**src/rtl/hazard_scoreboard.sv**
```systemverilog
// hazard_scoreboard: issue-side interlock for the in-order pipeline.
// Tracks, per register class (P, I, F) and register, the cycles left until an
// in-flight result becomes forwardable. The block stalls ID on RAW, on WAW
// (to keep write-back in order) and on a busy unpipelined FPU.
// Optional feature macro: SB_FPU_PIPE_EN (defined = pipelined FPU, no
// structural FPU stall; undefined = unpipelined FPU tracked by fpu_cnt).
module hazard_scoreboard #(
    parameter int unsigned NREG    = 16,
    parameter int unsigned FPU_LAT = 4,
    parameter int unsigned LD_LAT  = 2
) (
    input  logic            clk,
    input  logic            rst_n,
    input  logic            id_valid,
    input  logic [3:0]      id_src1,
    input  logic [2:0]      id_src1_cls,
    input  logic [3:0]      id_src2,
    input  logic [2:0]      id_src2_cls,
    input  logic [3:0]      id_dst,
    input  logic [2:0]      id_dst_cls,
    input  logic [1:0]      id_kind,
    input  logic            flush,
    output logic            stall,
    output logic [NREG-1:0] busy_p,
    output logic [NREG-1:0] busy_i,
    output logic [NREG-1:0] busy_f,
    output logic [15:0]     stall_cnt
);

    localparam int unsigned IW      = 4;
    localparam logic [1:0]  KindLd  = 2'b01;
    localparam logic [1:0]  KindFpu = 2'b10;
    localparam logic [2:0]  ClsP    = 3'b001;
    localparam logic [2:0]  ClsI    = 3'b010;
    localparam logic [2:0]  ClsF    = 3'b100;
    localparam logic [3:0]  LdLm1   = 4'(LD_LAT - 1);
    localparam logic [3:0]  FpuLm1  = 4'(FPU_LAT - 1);

    // Latencies must fit the 4-bit counters and exceed one cycle.
    if (FPU_LAT < 2 || FPU_LAT > 15) begin : g_bad_fpu_lat
        $error("FPU_LAT out of range 2..15");
    end
    if (LD_LAT < 2 || LD_LAT > 15) begin : g_bad_ld_lat
        $error("LD_LAT out of range 2..15");
    end

    logic [3:0]  cnt_p_q [NREG];
    logic [3:0]  cnt_i_q [NREG];
    logic [3:0]  cnt_f_q [NREG];
    logic [3:0]  cnt_p_d [NREG];
    logic [3:0]  cnt_i_d [NREG];
    logic [3:0]  cnt_f_d [NREG];
    logic [3:0]  fpu_cnt;
    logic [15:0] stall_cnt_q;

    logic [3:0]  src1_pend;
    logic [3:0]  src2_pend;
    logic [3:0]  dst_pend;
    logic [3:0]  lat_m1;
    logic        dst_we;
    logic        raw1;
    logic        raw2;
    logic        waw;
    logic        fpu_struct;
    logic        issue;
    logic        load_p;
    logic        load_i;
    logic        load_f;

    // Pending counts seen by each operand; non-one-hot classes never match.
    always_comb begin
        src1_pend = '0;
        src2_pend = '0;
        dst_pend  = '0;
        dst_we    = 1'b0;
        unique case (id_src1_cls)
            ClsP:    src1_pend = cnt_p_q[id_src1];
            ClsI:    src1_pend = cnt_i_q[id_src1];
            ClsF:    src1_pend = cnt_f_q[id_src1];
            default: src1_pend = '0;
        endcase
        unique case (id_src2_cls)
            ClsP:    src2_pend = cnt_p_q[id_src2];
            ClsI:    src2_pend = cnt_i_q[id_src2];
            ClsF:    src2_pend = cnt_f_q[id_src2];
            default: src2_pend = '0;
        endcase
        unique case (id_dst_cls)
            ClsP: begin
                dst_pend = cnt_p_q[id_dst];
                dst_we   = 1'b1;
            end
            ClsI: begin
                dst_pend = cnt_i_q[id_dst];
                dst_we   = 1'b1;
            end
            ClsF: begin
                dst_pend = cnt_f_q[id_dst];
                dst_we   = 1'b1;
            end
            default: begin
                dst_pend = '0;
                dst_we   = 1'b0;
            end
        endcase
    end

    // Result latency minus one for the ID instruction; kind 11 acts as single-cycle.
    always_comb begin
        lat_m1 = '0;
        unique case (id_kind)
            KindLd:  lat_m1 = LdLm1;
            KindFpu: lat_m1 = FpuLm1;
            default: lat_m1 = '0;
        endcase
    end

    // Hazard detection and issue qualification.
    always_comb begin
        raw1       = (src1_pend != '0);
        raw2       = (src2_pend != '0);
        waw        = dst_we && (lat_m1 < dst_pend);
        fpu_struct = (id_kind == KindFpu) && (fpu_cnt != '0);
        stall      = id_valid && !flush && (raw1 || raw2 || waw || fpu_struct);
        issue      = id_valid && !stall && !flush;
        load_p     = issue && (id_dst_cls == ClsP);
        load_i     = issue && (id_dst_cls == ClsI);
        load_f     = issue && (id_dst_cls == ClsF);
    end

    // Counter next state: saturating decrement, issue load takes priority.
    always_comb begin
        for (int r = 0; r < NREG; r++) begin
            cnt_p_d[r] = (cnt_p_q[r] != '0) ? cnt_p_q[r] - 4'd1 : 4'd0;
            cnt_i_d[r] = (cnt_i_q[r] != '0) ? cnt_i_q[r] - 4'd1 : 4'd0;
            cnt_f_d[r] = (cnt_f_q[r] != '0) ? cnt_f_q[r] - 4'd1 : 4'd0;
            if (load_p && (id_dst == IW'(r))) cnt_p_d[r] = lat_m1;
            if (load_i && (id_dst == IW'(r))) cnt_i_d[r] = lat_m1;
            if (load_f && (id_dst == IW'(r))) cnt_f_d[r] = lat_m1;
        end
    end

    // Per-register pending counters.
    always_ff @(posedge clk or negedge rst_n) begin
        if (!rst_n) begin
            for (int r = 0; r < NREG; r++) begin
                cnt_p_q[r] <= '0;
                cnt_i_q[r] <= '0;
                cnt_f_q[r] <= '0;
            end
        end else begin
            for (int r = 0; r < NREG; r++) begin
                cnt_p_q[r] <= cnt_p_d[r];
                cnt_i_q[r] <= cnt_i_d[r];
                cnt_f_q[r] <= cnt_f_d[r];
            end
        end
    end

`ifdef SB_FPU_PIPE_EN
    // Pipelined FPU accepts an op every cycle, so no occupancy is tracked.
    assign fpu_cnt = '0;
`else
    logic [3:0] fpu_cnt_q;

    // Unpipelined FPU occupancy: reloaded on every FPU issue.
    always_ff @(posedge clk or negedge rst_n) begin
        if (!rst_n) begin
            fpu_cnt_q <= '0;
        end else if (issue && (id_kind == KindFpu)) begin
            fpu_cnt_q <= FpuLm1;
        end else if (fpu_cnt_q != '0) begin
            fpu_cnt_q <= fpu_cnt_q - 4'd1;
        end
    end

    assign fpu_cnt = fpu_cnt_q;
`endif

    // Saturating stall-cycle counter.
    always_ff @(posedge clk or negedge rst_n) begin
        if (!rst_n) begin
            stall_cnt_q <= '0;
        end else if (stall && (stall_cnt_q != 16'hFFFF)) begin
            stall_cnt_q <= stall_cnt_q + 16'd1;
        end
    end

    assign stall_cnt = stall_cnt_q;

    // Busy flags depend on state only, never on the ID inputs.
    always_comb begin
        busy_p = '0;
        busy_i = '0;
        busy_f = '0;
        for (int r = 0; r < NREG; r++) begin
            busy_p[r] = (cnt_p_q[r] != '0);
            busy_i[r] = (cnt_i_q[r] != '0);
            busy_f[r] = (cnt_f_q[r] != '0);
        end
    end

endmodule

```
**config.mk**
```make
export PLATFORM = sky130hd
export DESIGN_NAME = hazard_scoreboard
export DESIGN_NICKNAME = d
export VERILOG_FILES = /design/src/rtl/hazard_scoreboard.sv
export SDC_FILE = /design/constraint.sdc
export NUM_CORES = 1
export LEC_CHECK = 0
export CORE_MARGIN = 2
export CORE_UTILIZATION = 40
export DETAILED_ROUTE_END_ITERATION = 8
export PLACE_DENSITY = 0.7
export REMOVE_ABC_BUFFERS = 1
export SYNTH_ARGS = -nofsm -noshare
export SYNTH_HDL_FRONTEND = slang
export SYNTH_SLANG_ARGS = --single-unit
export TNS_END_PERCENT = 10
```
**constraint.sdc**
```tcl
create_clock -name clk -period 10.55 [get_ports clk]
set_clock_uncertainty 0.05 [all_clocks]
set_input_delay 1.055 -clock clk [delete_from_list [all_inputs] [get_ports clk]]
set_output_delay 1.055 -clock clk [all_outputs]
set_load 0.02 [all_outputs]
```
==> flow_summary_export.csv <==
group,metric,value,unit
placement,hpwlAfterDp,25000,µm
routing,detail_route.wl_per_cell,21.2,µm
clocking,post_cts_resized,0,
timing,worst_pin_slew,1.17,ns
die,chipWidth,181,µm
synthesis,synth_common_cells,"212 x dfrtp_1, 111 x nor2_1, 106 x nand2_1",
synthesis,synth_compound_area_share,11.3,%
clocking,h-tree-depth,1,
global_route,grt_pass1_vias,10000,
critical_path,required,9.45,ns
synthesis,yosys.area.top_type,"dfrtp_1",
final_layout,final_nets,1337,
die,io_pins,92,
pwr,ir_drop,110,µV
synthesis,synth_xor_area_share,1.19,%
placement,routabilityCongestion,0.920,
timing,hold_viol_final,0,
critical_path,crit_fanout,18,
synthesis,ys_seq_elements,212,
synthesis,yosys_warnings,0,
timing,min_period,5.97,ns
synthesis,ys_async_sr_fraction,100,%
critical_path,arrival,4.86,ns
critical_path,critPathKind,"in -> out",
routing,vias,10600,
timing,finalSetupTns,0,ns
critical_path,cp-end-kind,"output port",
timing,rsz0062_at_grt,"false",
timing,worst_slack,4.58,ns
synthesis,synth_edf_count,0,
synthesis,synth_top_family_by_area,"simple AND/OR/NAND/NOR gates",
critical_path,cp-start-kind,"input pin",
clocking,cts_setup_buffers,0,
synthesis,synthDominantCellAreaShare,42.2,%
clocking,cts_hold_buffers,0,
global_route,antenna_found_initial,1,
timing,finalSetupViolCount,0,
timing,fmax,168,MHz
clocking,cts.sinks,212,
global_route,grt_pass1_wl,57000,µm
synthesis,yosys.area_share.adder,0.398,%
hold_path,hold_class,"reg -> reg",
final_layout,drive_gt1_share,17.1,%
clocking,cts_buffers,24,
synthesis,synth_top_flop_cell,"dfrtp_1",
placement,io_buffers,91,
synthesis,yosysUniqueCellTypes,65,
synthesis,synthesis.instances,1230,
timing,report.final.slew_viol_count,0,
clocking,tritoncts,"yes",
die,die_area,32800,µm²
synthesis,synth.avg_cell_area,10.2,µm²
synthesis,syn_area,12600,µm²
synthesis,synth.mux.area_fraction,19.6,%
clocking,cts_buffer_depth,3,
final_layout,syn_to_final_growth,16.5,%
final_layout,n_fill_cell,2868,
clocking,path_clk_slew,0.06,ns
timing,relSlewSlack,21.1,%
synthesis,seq_area_frac_synth,42.2,%
die,rows,64,
global_route,grt_max_degree,85,
synthesis,yosys.area_share.simple,22.0,%
pwr,power_density,136,nW/µm²
routing,ant_nets,0,
die,fp.dieH,181,µm
routing,drc,0,
clocking,clkLatencyLatePin,0.54,ns
die,core,30700,µm²
synthesis,ys_top_cells_by_area,"dfrtp_1 42%, mux2_2 7.9%, mux4_2 7.9%, nor2_1 3.3%, o31a_1 3.3%",
timing,finalCritPeriodShare,56.6,%
pwr,leakage,0.00712,µW
placement,dpl_worst_slack,4.66,ns
routing,first_iter_violations,1029,
routing,viasPerCell,6.17,
global_route,grt_use_total,21.9,%
run,cap_viol_max_count,0,
die,floorplan.initialDensity,40.8,%
synthesis,synthMostInstantiatedCell,"dfrtp_1",
routing,first_pass_iters,6,
global_route,overflow,0,
clocking,clockRootBuffer,"clkbuf_16",
routing,routed_wl,36400,µm
outcome,status,"finished, final reports clean",
==> cell usage in the layout, fill, tap and decap left out, types with 21 or more instances in the layout <==
master	n
mux4_2	44
clkbuf_16	24
nand4_1	53
or4b_2	21
dfrtp_1	212
a21o_1	24
nand2_1	106
nand2b_1	22
nor2_1	111
nor4_1	34
mux2_2	88
inv_1	41
mux2i_1	23
o21ai_0	67
clkdlybuf4s50_1	88
nor2b_1	26
o31a_1	47
mux2_1	22
nor3_1	63
==> critical path, stage by stage <==
cell and delay, ns:
clkdlybuf4s50_1 0.95, clkinv_1 0.58, mux4_2 0.60, mux2i_1 0.21, a21oi_1 0.11, a32oi_1 0.19, nand4_1 0.20, a211oi_4 0.33
nor2_1 0.07, clkdlybuf4s50_1 0.55
==> metrics by stage <==
step	hold WS [ns]	cell area (µm²)	instances	utilization, %	power (µW)
2_1_floorplan	0.440	12300	1176	-	1020
3_3_place_gp	0.426	13800	1676	45.0	1170
3_5_place_dp	0.424	13800	1676	45.0	1170
4_1_cts	0.437	14600	1720	47.6	2000
5_1_grt	0.462	14600	1720	47.6	2070
6_report	0.438	14600	1721	47.6	1990
==> sequential cells by signal, indices dropped and copies added, names as in the netlist <==
| name | flops |
|---|---|
| cnt_p_q | 64 |
| cnt_i_q | 64 |
| stall_cnt | 16 |
| fpu_cnt | 4 |
| cnt_f_q | 64 |
==> layout make-up <==
class                   instances  area, µm²  share of cell area [%]
repair buffers                104       1000                    6.85
diodes                          1       2.50                  0.0171
flip-flops and latches        212       5310                    36.3
well taps                     396        495                    3.39
clock buffers                  37        709                    4.85
multi-input cells             920       6880                    47.0
inverters                      44        165                    1.13
clock inverters                 7       73.8                   0.505
==> layer usage <==
metal | track usage (%) | part of all wire, % | wire [µm]
met1 | 29.9 | 43 | 15500
met2 | 34.1 | 45 | 16300
met3 | 4.80 | 8.5 | 3110
met4 | 8.33 | 4.3 | 1570
met5 | 0 | 0 | 0
==> report_power, final <==
group	leakage, µW	total, µW	internal, µW	switching, µW
Combinational	0.00379	291	110	181
Clock	0.000384	829	487	342
Sequential	0.00294	869	838	31.3
==> cells by family after synthesis <==
family                     after synthesis
buffers and inverters                   98
and+or+nand+nor                        518
adders and majority gates                4
DFF                                    212
muxes                                  177
AOI/OAI and AO/OA                      204
xor gates and xnor gates                17
==> final timing paths <==
path / startpoint / endpoint / slack [ns] / cells after the start
max in group asynchronous: rst_n / cnt_f_q[59]$_DFF_PN0_ / 8.46 / 2
worst max register to register: cnt_f_q[33]$_DFF_PN0_ / cnt_i_q[53]$_DFF_PN0_ / 6.17 / 11
worst min register to register: stall_cnt[15]$_DFFE_PN0P_ / stall_cnt[15]$_DFFE_PN0P_ / 0.44 / 1
worst max-delay path: id_src1[2] / stall / 4.58 / 10
worst min-delay path: stall_cnt[15]$_DFFE_PN0P_ / stall_cnt[15]$_DFFE_PN0P_ / 0.44 / 1
min in group asynchronous: rst_n / cnt_p_q[38]$_DFF_PN0_ / 0.50 / 1
Power figures use the tool's default switching activity.
